==> src/rtl/proc_sequencer_if.sv <==
// Instruction-memory and datapath bus between the sequencer and its surroundings.
// Memory contract: instruction returns mem[instruction_addr] one cycle after the address is sampled.
interface proc_sequencer_if;
    logic [31:0] instruction_addr;
    logic [31:0] instruction;
    logic [31:0] t1;
    logic [31:0] ir;
    logic        reg_w;

    modport master (
        output instruction_addr,
        output ir,
        output reg_w,
        input  instruction,
        input  t1
    );

    modport slave (
        input  instruction_addr,
        input  ir,
        input  reg_w,
        output instruction,
        output t1
    );
endinterface

==> src/rtl/proc_sequencer.sv <==
// Multi-cycle instruction sequencer: FETCH/LOAD/EXEC/WB per instruction, with
// single-step, HALT opcode and restart-from-HALT; pc and retire count wrap mod 2^32.
module proc_sequencer (
    input  logic                    clk,
    input  logic                    rst,
    input  logic                    start,
    input  logic                    step,
    proc_sequencer_if.master        bus,
    output logic                    busy,
    output logic                    halted,
    output logic [31:0]             instr_count,
    output logic [2:0]              dbg_state
);

    typedef enum logic [2:0] {
        S_IDLE  = 3'd0,
        S_FETCH = 3'd1,
        S_LOAD  = 3'd2,
        S_EXEC  = 3'd3,
        S_WB    = 3'd4,
        S_HALT  = 3'd5
    } state_e;

    localparam logic [4:0] OP_HALT = 5'b11111;

    state_e      state_q, state_d;
    logic [31:0] pc_q, pc_d;
    logic [31:0] ir_q, ir_d;
    logic [31:0] count_q, count_d;

    logic        ir_b;
    logic        ir_w;
    logic [4:0]  ir_op;

    assign ir_b  = ir_q[31];
    assign ir_w  = ir_q[30];
    assign ir_op = ir_q[28:24];

    always_ff @(posedge clk) begin
        if (rst) begin
            state_q <= S_IDLE;
            pc_q    <= 32'd0;
            ir_q    <= 32'd0;
            count_q <= 32'd0;
        end else begin
            state_q <= state_d;
            pc_q    <= pc_d;
            ir_q    <= ir_d;
            count_q <= count_d;
        end
    end

    // start only matters in IDLE/HALT; while busy it is simply never looked at.
    always_comb begin
        state_d     = state_q;
        pc_d        = pc_q;
        ir_d        = ir_q;
        count_d     = count_q;
        bus.reg_w   = 1'b0;
        busy        = 1'b0;
        halted      = 1'b0;

        unique case (state_q)
            S_IDLE: begin
                if (start) begin
                    state_d = S_FETCH;
                end
            end
            S_FETCH: begin
                busy    = 1'b1;
                state_d = S_LOAD;
            end
            S_LOAD: begin
                busy    = 1'b1;
                ir_d    = bus.instruction;
                state_d = S_EXEC;
            end
            S_EXEC: begin
                busy    = 1'b1;
                state_d = (ir_op == OP_HALT) ? S_HALT : S_WB;
            end
            S_WB: begin
                busy      = 1'b1;
                bus.reg_w = ir_w;
                // t1 is a two's-complement offset; plain 32-bit add gives the wrap.
                pc_d      = ir_b ? (pc_q + bus.t1) : (pc_q + 32'd1);
                count_d   = count_q + 32'd1;
                state_d   = step ? S_IDLE : S_FETCH;
            end
            S_HALT: begin
                halted = 1'b1;
                if (start) begin
                    pc_d    = 32'd0;
                    count_d = 32'd0;
                    state_d = S_FETCH;
                end
            end
            default: begin
                state_d = S_IDLE;
            end
        endcase
    end

    assign bus.instruction_addr = pc_q;
    assign bus.ir               = ir_q;
    assign instr_count          = count_q;
    assign dbg_state            = state_q;

    a_reg_w_only_in_wb : assert property (@(posedge clk) bus.reg_w |-> (state_q == S_WB));
    a_busy_halt_excl   : assert property (@(posedge clk) !(busy && halted));

endmodule

==> src/flat_wrapper.sv <==
// flat-port wrapper written by rule: the top's interface ports become plain ports
module proc_sequencer_flat 
  (clk, rst, start, step, busy, halted, instr_count, dbg_state, bus_instruction_addr, bus_ir, bus_reg_w, bus_instruction, bus_t1);
  proc_sequencer_if bus_i ();
  input  logic clk;
  input  logic rst;
  input  logic start;
  input  logic step;
  output logic busy;
  output logic halted;
  output logic [31:0] instr_count;
  output logic [2:0] dbg_state;
  output wire logic [$bits(bus_i.instruction_addr)-1:0] bus_instruction_addr;
  output wire logic [$bits(bus_i.ir)-1:0] bus_ir;
  output wire logic [$bits(bus_i.reg_w)-1:0] bus_reg_w;
  input wire logic [$bits(bus_i.instruction)-1:0] bus_instruction;
  input wire logic [$bits(bus_i.t1)-1:0] bus_t1;
  assign bus_instruction_addr = bus_i.instruction_addr;
  assign bus_ir = bus_i.ir;
  assign bus_reg_w = bus_i.reg_w;
  assign bus_i.instruction = bus_instruction;
  assign bus_i.t1 = bus_t1;
  proc_sequencer u_core (.clk(clk), .rst(rst), .start(start), .step(step), .bus(bus_i), .busy(busy), .halted(halted), .instr_count(instr_count), .dbg_state(dbg_state));
endmodule
==> config.mk <==
export PLATFORM = sky130hd
export DESIGN_NAME = proc_sequencer_flat
export DESIGN_NICKNAME = d
export VERILOG_FILES = /design/src/rtl/proc_sequencer_if.sv /design/src/rtl/proc_sequencer.sv /design/src/flat_wrapper.sv
export SDC_FILE = /design/constraint.sdc
export NUM_CORES = 1
export LEC_CHECK = 0
export ABC_AREA = 1
export CAP_MARGIN = 5
export CORE_MARGIN = 4
export CORE_UTILIZATION = 30
export DETAILED_ROUTE_END_ITERATION = 16
export PLACE_DENSITY_LB_ADDON = 0.3
export SETUP_SLACK_MARGIN = 0.05
export SKIP_LAST_GASP = 1
export SLEW_MARGIN = 20
export SYNTH_ARGS = -nofsm -noshare
export SYNTH_HDL_FRONTEND = slang
export SYNTH_SLANG_ARGS = --single-unit
==> constraint.sdc <==
create_clock -name clk -period 2.5 [get_ports clk]
set_input_delay 0.625 -clock clk [delete_from_list [all_inputs] [get_ports clk]]
set_output_delay 0.625 -clock clk [all_outputs]
set_load 0.01 [all_outputs]
==> summary.txt, run 1 <==
Drt
  • M1 WL: 10400 um
  • Vias/cell: 4.63
  • Final ANT Viol Nets: 0
  • Pre-antenna DRT Iters: 4
  • Max Used Layer: met4
  • DRT iter0 DRCs: 394
  • Met2 Wirelength: 10200 um
  • Wirelength, routed: 22000 um
  • Wire per inst: 13.5 um
  • Detailed-route DRC error count: 0
  • WL met3: 953 um
  • Via count: 7561

Setup path
  • Worst setup EP type: output port
  • Critical path fanouts, max: 5
  • Critical path origin: u_core.dbg_state[2]$_SDFFE_PP0P_
  • CP arrival: 1.70 ns
  • Crit Path Category: reg2out
  • CP startpoint kind: flip-flop
  • Reg-to-Reg Start: u_core.bus.ir[31]$_SDFFE_PP0P_
  • Crit path required time: 1.88 ns

Timing
  • Fin. Hold Viols: 0
  • Fmax: 431 MHz
  • Tcrit/Tclk final: 92.9%
  • Worst-Margin Slew: 0.523 ns
  • RSZ-0062 raised after global routing: true
  • Fin crit period: 2.32 ns
  • Slew Limit Fails: 0
  • Final setup vio count: 0
  • Final WS setup: 0.178 ns
  • Slew margin rel.: 65.1%
  • Clock skew: 0.00802 ns

Floorplanning
  • Number of core rows: 54
  • Die area: 24800 um^2
  • Initial core utilization: 30.6%
  • Die Width: 157 um
  • Top Ports: 170
  • Die Y: 157 um
  • Core Region: 21900 um^2

Finish
  • Util after Layout: 43.2%
  • Multi-input gate area: 3960 um^2
  • Register Area: 1990 um^2
  • ANT cells: 0
  • Net count reported at finish: 1449
  • Layout fillers: 2370
  • Layout cells sized above 1: 8.94%
  • Area Growth Syn to Fin: 41.2%

CTS
  • Clk slew on worst S/H paths: 0.08 ns
  • CTS HTree Levels: 3
  • CTS tree: built
  • Clock sink count: 99
  • Clock root cell: clkbuf_16
  • CTS Buf Count: 9
  • Clk_lat worst skew: 0.36 ns
  • Worst-case clock buffer depth: 2

Hold path
  • Worst Min Path Start: u_core.bus.ir[30]$_SDFFE_PP0P_
  • Hold Path Class: reg2reg

Power
  • Pwr Density: 384 nW/um^2
  • Total power: 0.00363 W
  • P_leak: 4.54 nW
  • Worst-case vdd ir drop: 0.000244 V

Synthesis
  • Mapped Area: 6700 um^2
  • Syn Area/Cell: 5.86 um^2
  • Register area share after synthesis: 29.6%
  • Synth top area cells: dfxtp_1 30%, nand2_1 20%, inv_1 11%
  • Yosys reg bits: 99
  • Number of flops mapped to enable cells by yosys: 0
  • Syn. warnings: 0
  • Mapped Cells: 1142
  • Post-synthesis cell type count: 38
  • Top_reg_cell synth: dfxtp_1
  • Synthesized Nets: 1243
  • Count leader, synth: nand2_1
  • Post-synth top area cell: dfxtp_1
  • Asr flop ratio synth: 0%
  • Share of the synthesized area in the top cell type: 29.6%
  • Synth top cells by count: 357 x nand2_1, 193 x inv_1, 140 x nor2_1

GRT
  • Gr ovfl total: 0
  • Largest net degree at the start of global routing: 41
  • First-pass GRT wire length: 34900 um
  • Vias in the first global route: 7100
  • Initial antenna violation count: 0
  • Total Routing Usage GR: 17.3%

Outcome
  • Status: finished clean

Placement
  • Port Buffers: 169
  • Post-placement worst setup slack: -0.332 ns
  • Detailed placer's ending HPWL: 16900 um
  • Final RePlAce weighted congestion: 0.909

Flow run
  • Max_cap viols: 0
## registers in the layout (all words and copies together) (netlist names)
register                     cells
u_core.bus.ir                   32
u_core.bus.instruction_addr     32
u_core.dbg_state                 3
u_core.instr_count              32
## cell type report
class                      instances  share of cell area (%)
timing repair buffer             222                    22.4
clock inverter                     7                   0.741
tap                              280                    3.70
inverter                         198                    7.87
clock buffer                       9                    2.38
sequential                        99                    21.0
multi-input combinational        818                    41.9
## placed cells by master (no fill, tap or decap), types with 2 or more instances in the layout
cell type / netlist / routed
nor3_1: 21 / 20
nand3b_1: 4 / 4
nand2_1: 357 / 348
nand3_1: 67 / 61
ha_1: 32 / 28
inv_2: 3 / 4
nor2_1: 140 / 138
clkdlybuf4s50_1: 0 / 168
buf_12: 0 / 2
a21oi_1: 85 / 84
o21ai_0: 55 / 54
nand2_2: 5 / 14
nand3_2: 0 / 5
a21o_1: 2 / 2
o21bai_1: 3 / 3
dfxtp_2: 0 / 3
clkbuf_16: 0 / 9
o21ai_1: 1 / 2
nor4_1: 3 / 3
nand4_1: 14 / 14
inv_1: 193 / 192
ha_2: 0 / 3
a211oi_1: 3 / 3
clkinv_2: 1 / 2
xor2_1: 3 / 3
buf_4: 0 / 51
nor2_2: 2 / 4
nor3_2: 2 / 3
nor2_4: 2 / 2
dfxtp_1: 99 / 96
o21a_1: 2 / 2
inv_8: 0 / 2
or2_2: 6 / 5
clkinv_4: 0 / 2
## kinds of logic after synthesis
family                   Yosys count  synth area share (%)
buffers and inverters            225                  12.7
adder cells (fa/ha/maj)           33                  6.28
AND/OR/NAND/NOR                  627                  38.9
XOR/XNOR                           3                 0.392
AO/OA/AOI/OAI                    155                  12.1
flip-flops                        99                  29.6
## stage by stage
| step | hold slack, ns | instance area (um^2) | cells | setup TNS (ns) |
|---|---|---|---|---|
| finish | 0.478 | 9460 | 1633 | 0 |
| global route | 0.491 | 9460 | 1633 | -0.0111 |
| CTS | 0.485 | 9340 | 1631 | 0 |
| detailed placement | 0.475 | 9050 | 1615 | -5.85 |
| global placement | 0.457 | 9050 | 1615 | -5.03 |
| floorplan | 0.488 | 6700 | 1142 | 0 |
## where the power goes
part | internal [W] | switching (W)
Combinational | 0.000276 | 0.000248
Clock | 0.000706 | 0.000744
Sequential | 0.00163 | 0.0000324
## what timing repair did
item	CTS	global route
gates resized for setup	2	29
pin swaps	0	2
setup endpoints to repair	2	27
buffers inserted	0	2
hold buffers	0	0
## routing by layer
layer	GRT usage, %	vias to the layer above
li1	-	3979
met1	23.3	3412
met2	28.7	147
met3	2.36	23
met4	5.12	0
met5	0	-
## worst max-delay path, cell delays in order (launching register included)
cell             delay, ns
dfxtp_2               0.38
inv_2                 0.09
nor3_4                0.15
inv_2                 0.07
nor2_1                0.09
clkdlybuf4s50_1       0.57
## path summary, 6_finish.rpt
check	to	slack, ns	depth (start not counted)
setup / recovery	bus_reg_w	0.18	5
hold / removal	u_core.bus.ir[30]$_SDFFE_PP0P_	0.48	2
setup reg to reg	u_core.bus.instruction_addr[12]$_SDFFE_PP0P_	0.35	15
hold reg to reg	u_core.bus.ir[30]$_SDFFE_PP0P_	0.48	2
Note: power is estimated with default switching activity, not from simulation.
==> run 2: changes to the inputs <==
Settings changed: CORE_MARGIN 4 to unset, CTS_CLUSTER_DIAMETER set to 120.
==> run 2 against run 1 <==
  * First-iteration DRC count shrank 1.3%
  * Largest cell class unchanged
  * Via count shrank 1.4%
  * Global-route usage grew 1.8 points
  * Maximum frequency shrank 1.4%
  * Count of clock-buffer cells in the layout grew 1
  * Hold slack lost 0.0083 ns
  * Sequential share of layout area is essentially flat
  * Setup slack lost 0.033 ns
  * Critical path depth grew 1
==> summary.txt, run 2 (synthesis results as in run 1) <==
Setup path
  • CP cell instances: inv_2 > nand2_2 > nor2_1 > nor2_1 > nand3_1 > clkdlybuf4s50_1
  • R2R Path End: u_core.bus.instruction_addr[14]$_SDFFE_PP0P_
  • CP max stage cell: clkdlybuf4s50_1
  • CP startpoint kind: flip-flop
  • CP top delay family: buffers and inverters
  • Max stage delay on crit path: 0.51 ns (-0.06 ns)
  • Buffers and inverters on the worst path: 2 (-1)
  • Reg-to-Reg Start: u_core.bus.ir[31]$_SDFFE_PP0P_
  • Reg2reg path depth: 13 (-2)
  • Crit path top cell by count: nor2_1
  • R2R Setup Slk: 0.32 ns (-0.03 ns)
  • Worst setup EP type: output port
  • Critical path fanouts, max: 6 (+1)
  • CP arrival: 1.73 ns (+0.03 ns)
  • Crit Path Category: reg2out
  • Crit path required time: 1.88 ns (about the same)

Drt
  • DRT iter0 DRCs: 389 (-1.3%)
  • Wire per inst: 13.2 um (-2.0%)
  • Detailed-route DRC error count: 0 (unchanged)
  • Vias/cell: 4.54 (-1.9%)
  • Wirelength, routed: 21600 um (-1.5%)
  • Via count: 7454 (-1.4%)
  • Final ANT Viol Nets: 0 (unchanged)
  • Pre-antenna DRT Iters: 5 (+1)

Timing
  • Final WS setup: 0.144 ns (-0.0332 ns)
  • Worst hold slack: 0.470 ns (-0.00829 ns)
  • Worst-Margin Slew: 0.522 ns (-0.00126 ns)
  • Fin. Hold Viols: 0 (unchanged)
  • Slew Limit Fails: 0 (unchanged)
  • Final setup vio count: 0 (unchanged)
  • Setup_tns: 0 ns (unchanged)
  • RSZ-0062 raised after global routing: true
  • Fmax: 425 MHz (-1.4%)
  • Slew margin rel.: 65.2% (+0.084 points)
  • Tcrit/Tclk final: 94.2% (+1.3 points)
  • Clock skew: 0.00942 ns (+0.00141 ns)
  • Fin crit period: 2.36 ns (+0.0332 ns)

CTS
  • CTS Buf Count: 9 (unchanged)
  • CTS HTree Levels: 3 (unchanged)
  • Clock root cell: clkbuf_16
  • Clock sink count: 99 (unchanged)
  • Clk_lat worst skew: 0.36 ns (about the same)
  • Worst-case clock buffer depth: 2 (unchanged)
  • CTS hold repair buffers: 0 (unchanged)
  • CTS tree: built
  • # Post-CTS Setup Buffers: 0 (unchanged)
  • Clk slew on worst S/H paths: 0.07 ns (about the same)

Finish
  • Net count reported at finish: 1457 (+0.55%)
  • Leading cell types in the layout, fill and taps excluded: 350 x nand2_1, 192 x inv_1, 169 x clkdlybuf4s50_1
  • Layout fillers: 2285 (-3.6%)
  • Area Growth Syn to Fin: 41.5%
  • Commonest non-fill, non-tap cell in the layout: nand2_1
  • ANT cells: 0 (unchanged)
  • Layout cells sized above 1: 8.89% (-0.053 points)

Floorplanning
  • Initial core utilization: 30.7% (+0.095 points)
  • Core Region: 21800 um^2 (-0.31%)
  • Number of core rows: 54 (unchanged)
  • Top Ports: 170 (unchanged)
  • Die area: 22900 um^2 (-7.5%)
  • Die Y: 151 um (-3.8%)
  • Die Width: 151 um (-3.8%)

GRT
  • Vias in the first global route: 6798 (-4.3%)
  • Initial antenna violation count: 0 (unchanged)
  • First-pass GRT wire length: 34200 um (-1.9%)
  • Total Routing Usage GR: 19.1% (+1.8 points)
  • Gr ovfl total: 0 (unchanged)
  • Largest net degree at the start of global routing: 41 (unchanged)

Power
  • P_leak: 4.55 nW (+0.28%)
  • Worst-case vdd ir drop: 0.000238 V (-2.5%)
  • Gate power share: 14.7% (+0.3 points)
  • Seq pwr share: 45.9% (+0.2 points)
  • Pint: 0.00261 W (about the same)
  • Pwr Density: 381 nW/um^2 (-0.77%)
  • NetSw: 0.00101 W (-1.8%)
  • Switching share of total power: 27.8% (-0.35 points)
  • Clock network fraction of total power: 39.3% (-0.6 points)
  • Total power: 0.00361 W (-0.57%)

Placement
  • Post-placement worst setup slack: -0.318 ns (+0.0138 ns)
  • Port Buffers: 169 (unchanged)
  • Final RePlAce weighted congestion: 0.875 (-3.8%)
  • Detailed placer's ending HPWL: 16600 um (-2.0%)

Hold path
  • Worst hold endpoint: u_core.bus.ir[30]$_SDFFE_PP0P_
  • Hold Path Class: reg2reg
  • Hold path cells: 2 (unchanged)
  • Worst Min Path Start: u_core.bus.ir[30]$_SDFFE_PP0P_

Outcome
  • Status: finished clean

Flow run
  • Max_cap viols: 0 (unchanged)
[run 2: final cells by class]
class                   count  area [um^2]  area share, %
repair buffers            230         2170           22.9
clock inverters             6         56.3          0.594
clock buffers              10          229           2.42
flip-flops and latches     99         1990           21.0
well taps                 280          350           3.70
multi-input cells         818         3940           41.5
inverters                 198          744           7.86
[run 2: power groups by stage]
| stage | Sequential, W | Clock, W | Combinational [W] |
|---|---|---|---|
| after floorplan | 0.00172 | 0 | 0.000190 |
| after global placement | 0.00169 | 0 | 0.000530 |
| after detailed placement | 0.00170 | 0 | 0.000534 |
| after CTS | 0.00166 | 0.00146 | 0.000536 |
| after global routing | 0.00167 | 0.00152 | 0.000583 |
| final | 0.00166 | 0.00142 | 0.000532 |
[run 2: worst register-to-register path, stage by stage (launching register included)]
cell and delay [ns]:
dfxtp_1 0.37, buf_12 0.20, nand2_1 0.08, inv_1 0.06
ha_1 0.27, nand2_1 0.13, inv_1 0.05, nand2_1 0.06
nand2_1 0.07, a21oi_1 0.21, nand2_2 0.11, or2_2 0.29
nand3_1 0.07, a21oi_1 0.06
[run 2: how the worst max path moves through the flow]
stage                                           startpoint  cells after the start                                      endpoint
after floorplan                                  bus_t1[0]                     14  u_core.bus.instruction_addr[16]$_SDFFE_PP0P_
after global placement                           bus_t1[0]                     15  u_core.bus.instruction_addr[16]$_SDFFE_PP0P_
after detailed placement                         bus_t1[0]                     15  u_core.bus.instruction_addr[16]$_SDFFE_PP0P_
after CTS                 u_core.dbg_state[2]$_SDFFE_PP0P_                      5                                     bus_reg_w
after global routing                             bus_t1[0]                     15  u_core.bus.instruction_addr[16]$_SDFFE_PP0P_
final                     u_core.dbg_state[1]$_SDFFE_PP0P_                      6                                          busy
[run 2: timing repair]
action,CTS,global route
resized for setup,1,20
pin swaps,0,0
endpoints found under the setup margin,1,17
[run 2: metrics by stage]
stage                     std cells  area, um^2  utilization (%)
after floorplan                1142        6700                -
after global placement         1625        9120             41.8
after detailed placement       1625        9120             41.8
after CTS                      1641        9410             43.1
after global routing           1641        9480             43.4
final                          1641        9480             43.4
[run 2: metal layers]
layer | part of all wire [%] | track usage, % | vias up
li1 | - | - | 3993
met1 | 49 | 25.6 | 3286
met2 | 46 | 31.3 | 154
met3 | 3.8 | 2.38 | 21
met4 | 1.7 | 6.40 | 0
met5 | 0 | 0 | -
==> run 3: changes to the inputs <==
Settings changed: RECOVER_POWER set to 50.
==> run 3 against run 2 <==
  * Clock skew about the same
  * Non-clock buffer count unchanged
  * Setup slack improved by 0.00085 ns
  * Hold slack got worse by 0.0017 ns
  * Power decreased by 0.61%
  * Count of clock-buffer cells in the layout unchanged
  * Cell count unchanged
  * Global-route usage unchanged
  * Clock power about the same
  * Register-to-register slack about the same
  * Routed wire length about the same
  * Maximum frequency about the same
  * Critical endpoint unchanged
  * Highest routed layer unchanged
==> summary.txt, run 3 (synthesis results as in run 1) <==
Power
  • P_leak: 4.69 nW (+2.9%)
  • Pwr Density: 380 nW/um^2 (-0.22%)
  • Worst-case vdd ir drop: 0.000240 V (+0.75%)

Setup path
  • Worst setup EP type: output port
  • Crit path required time: 1.88 ns (about the same)
  • CP cell instances: inv_2 > nand2_2 > nor2_1 > nor2_1 > nand3_1 > clkdlybuf4s50_1
  • Crit Path Category: reg2out
  • Critical path destination: busy
  • Reg2reg path depth: 13 (unchanged)
  • R2R Path End: u_core.bus.instruction_addr[14]$_SDFFE_PP0P_
  • CP max stage cell: clkdlybuf4s50_1
  • Critical path fanouts, max: 6 (unchanged)
  • CP startpoint kind: flip-flop
  • Crit path top cell by count: nor2_1
  • Critical path origin: u_core.dbg_state[1]$_SDFFE_PP0P_
  • Max stage delay on crit path: 0.51 ns (about the same)
  • CP arrival: 1.73 ns (about the same)
  • R2R Setup Slk: 0.32 ns (about the same)
  • Reg-to-Reg Start: u_core.bus.ir[31]$_SDFFE_PP0P_

Timing
  • Worst-Margin Slew: 0.676 ns (+0.154 ns)
  • Setup_tns: 0 ns (unchanged)
  • Clock skew: 0.00921 ns (-0.000213 ns)
  • Final WS setup: 0.145 ns (+0.000848 ns)
  • Tcrit/Tclk final: 94.2% (about the same)
  • Fin crit period: 2.35 ns (-0.000848 ns)
  • Fin. Hold Viols: 0 (unchanged)
  • Slew Limit Fails: 0 (unchanged)
  • Slew margin rel.: 54.9% (-10 points)
  • RSZ-0062 raised after global routing: true
  • Final setup vio count: 0 (unchanged)
  • Fmax: 425 MHz (about the same)

CTS
  • Clock root cell: clkbuf_16
  • Clk slew on worst S/H paths: 0.07 ns (about the same)
  • Clock sink count: 99 (unchanged)
  • CTS tree: built
  • Worst-case clock buffer depth: 2 (unchanged)
  • CTS Buf Count: 9 (unchanged)
  • CTS HTree Levels: 3 (unchanged)
  • Clk_lat worst skew: 0.36 ns (about the same)

Floorplanning
  • Die Width: 151 um (unchanged)
  • Initial core utilization: 30.7% (unchanged)
  • Number of core rows: 54 (unchanged)
  • Top Ports: 170 (unchanged)
  • Core Region: 21800 um^2 (unchanged)
  • Die area: 22900 um^2 (unchanged)
  • Die Y: 151 um (unchanged)

Finish
  • Leading cell types in the layout, fill and taps excluded: 353 x nand2_1, 192 x inv_1, 138 x nor2_1
  • Net count reported at finish: 1457 (unchanged)
  • Commonest non-fill, non-tap cell in the layout: nand2_1
  • ANT cells: 0 (unchanged)
  • Area Growth Syn to Fin: 41.0%
  • Layout cells sized above 1: 8.60% (-0.29 points)

Drt
  • DRT iter0 DRCs: 367 (-5.7%)
  • Vias/cell: 4.55 (+0.23%)
  • Wire per inst: 13.2 um (about the same)
  • Pre-antenna DRT Iters: 5 (unchanged)
  • Final ANT Viol Nets: 0 (unchanged)
  • Wirelength, routed: 21600 um (about the same)
  • Via count: 7471 (+0.23%)
  • Detailed-route DRC error count: 0 (unchanged)

Placement
  • Post-placement worst setup slack: -0.318 ns (unchanged)
  • Final RePlAce weighted congestion: 0.875 (unchanged)
  • Port Buffers: 169 (unchanged)
  • Detailed placer's ending HPWL: 16600 um (unchanged)

GRT
  • Total Routing Usage GR: 19.1% (unchanged)
  • Gr ovfl total: 0 (unchanged)
  • Largest net degree at the start of global routing: 41 (unchanged)
  • Initial antenna violation count: 0 (unchanged)
  • Vias in the first global route: 6798 (unchanged)
  • First-pass GRT wire length: 34200 um (unchanged)

Hold path
  • Hold Path Class: reg2reg

Flow run
  • Max_cap viols: 0 (unchanged)

Outcome
  • Status: finished clean
## run 3: cell count changes in the layout (fill, tap and decap cells not counted)
cell,before,now
buf_4,59,56
nand2_4,1,0
clkdlybuf4s50_1,169,121
buf_12,2,1
clkbuf_2,0,2
nand2_2,12,10
nand2_1,350,353
buf_2,0,1
clkbuf_1,1,2
dlygate4sd3_1,0,48
## run 3: stage by stage
step / hold slack, ns / cells / utilization, % / power [W] / instance area, um^2
global placement: 0.455 / 1625 / 41.8 / 0.00222 / 9120
floorplan: 0.488 / 1142 / - / 0.00191 / 6700
global route: 0.493 / 1641 / 43.3 / 0.00375 / 9440
detailed placement: 0.463 / 1625 / 41.8 / 0.00223 / 9120
CTS: 0.474 / 1641 / 43.1 / 0.00366 / 9410
finish: 0.468 / 1641 / 43.3 / 0.00359 / 9440
## run 3: repair_timing
action	in CTS	in global routing
setup endpoints to repair	1	17
cloned	0	0
resized for setup	1	20
buffers inserted	0	0
hold buffers	0	0
## run 3: metal layers
metal	track usage (%)	part of all wire (%)	vias to the layer above
li1	-	-	3996
met1	25.6	48	3287
met2	31.3	46	165
met3	2.38	3.9	23
met4	6.40	1.7	0
met5	0	0	-
## run 3: worst max-delay path, delay by kind of cell (launching register included)
family / cells / cell delay, ns
DFF: 1 / 0.41
and+or+nand+nor: 4 / 0.37
buffers and inverters: 2 / 0.59
## run 3: worst min path at each step
stage,from,endpoint,slack [ns],cells after the start
finish,u_core.bus.ir[30]$_SDFFE_PP0P_,u_core.bus.ir[30]$_SDFFE_PP0P_,0.47,2
global route,u_core.bus.ir[30]$_SDFFE_PP0P_,u_core.bus.ir[30]$_SDFFE_PP0P_,0.49,2
CTS,u_core.bus.ir[30]$_SDFFE_PP0P_,u_core.bus.ir[30]$_SDFFE_PP0P_,0.47,2
detailed placement,u_core.bus.ir[30]$_SDFFE_PP0P_,u_core.bus.ir[30]$_SDFFE_PP0P_,0.46,2
global placement,u_core.bus.ir[30]$_SDFFE_PP0P_,u_core.bus.ir[30]$_SDFFE_PP0P_,0.46,2
floorplan,u_core.bus.ir[30]$_SDFFE_PP0P_,u_core.bus.ir[30]$_SDFFE_PP0P_,0.49,2
## run 3: report_power, final
| group | internal (W) | switching [W] |
|---|---|---|
| combinational | 0.000263 | 0.000251 |
| sequential | 0.00163 | 0.0000310 |
| clock | 0.000700 | 0.000720 |
| total | 0.00259 | 0.00100 |
## run 3: area by class of cell
| class | count | area [um^2] |
|---|---|---|
| Inverter | 198 | 744 |
| Timing Repair Buffer | 230 | 2150 |
| Clock inverter | 6 | 56.3 |
| Clock buffer | 10 | 229 |
| Multi-Input combinational cell | 818 | 3920 |
| Fill cell | 2290 | 12400 |
| Sequential cell | 99 | 1990 |
| Tap cell | 280 | 350 |
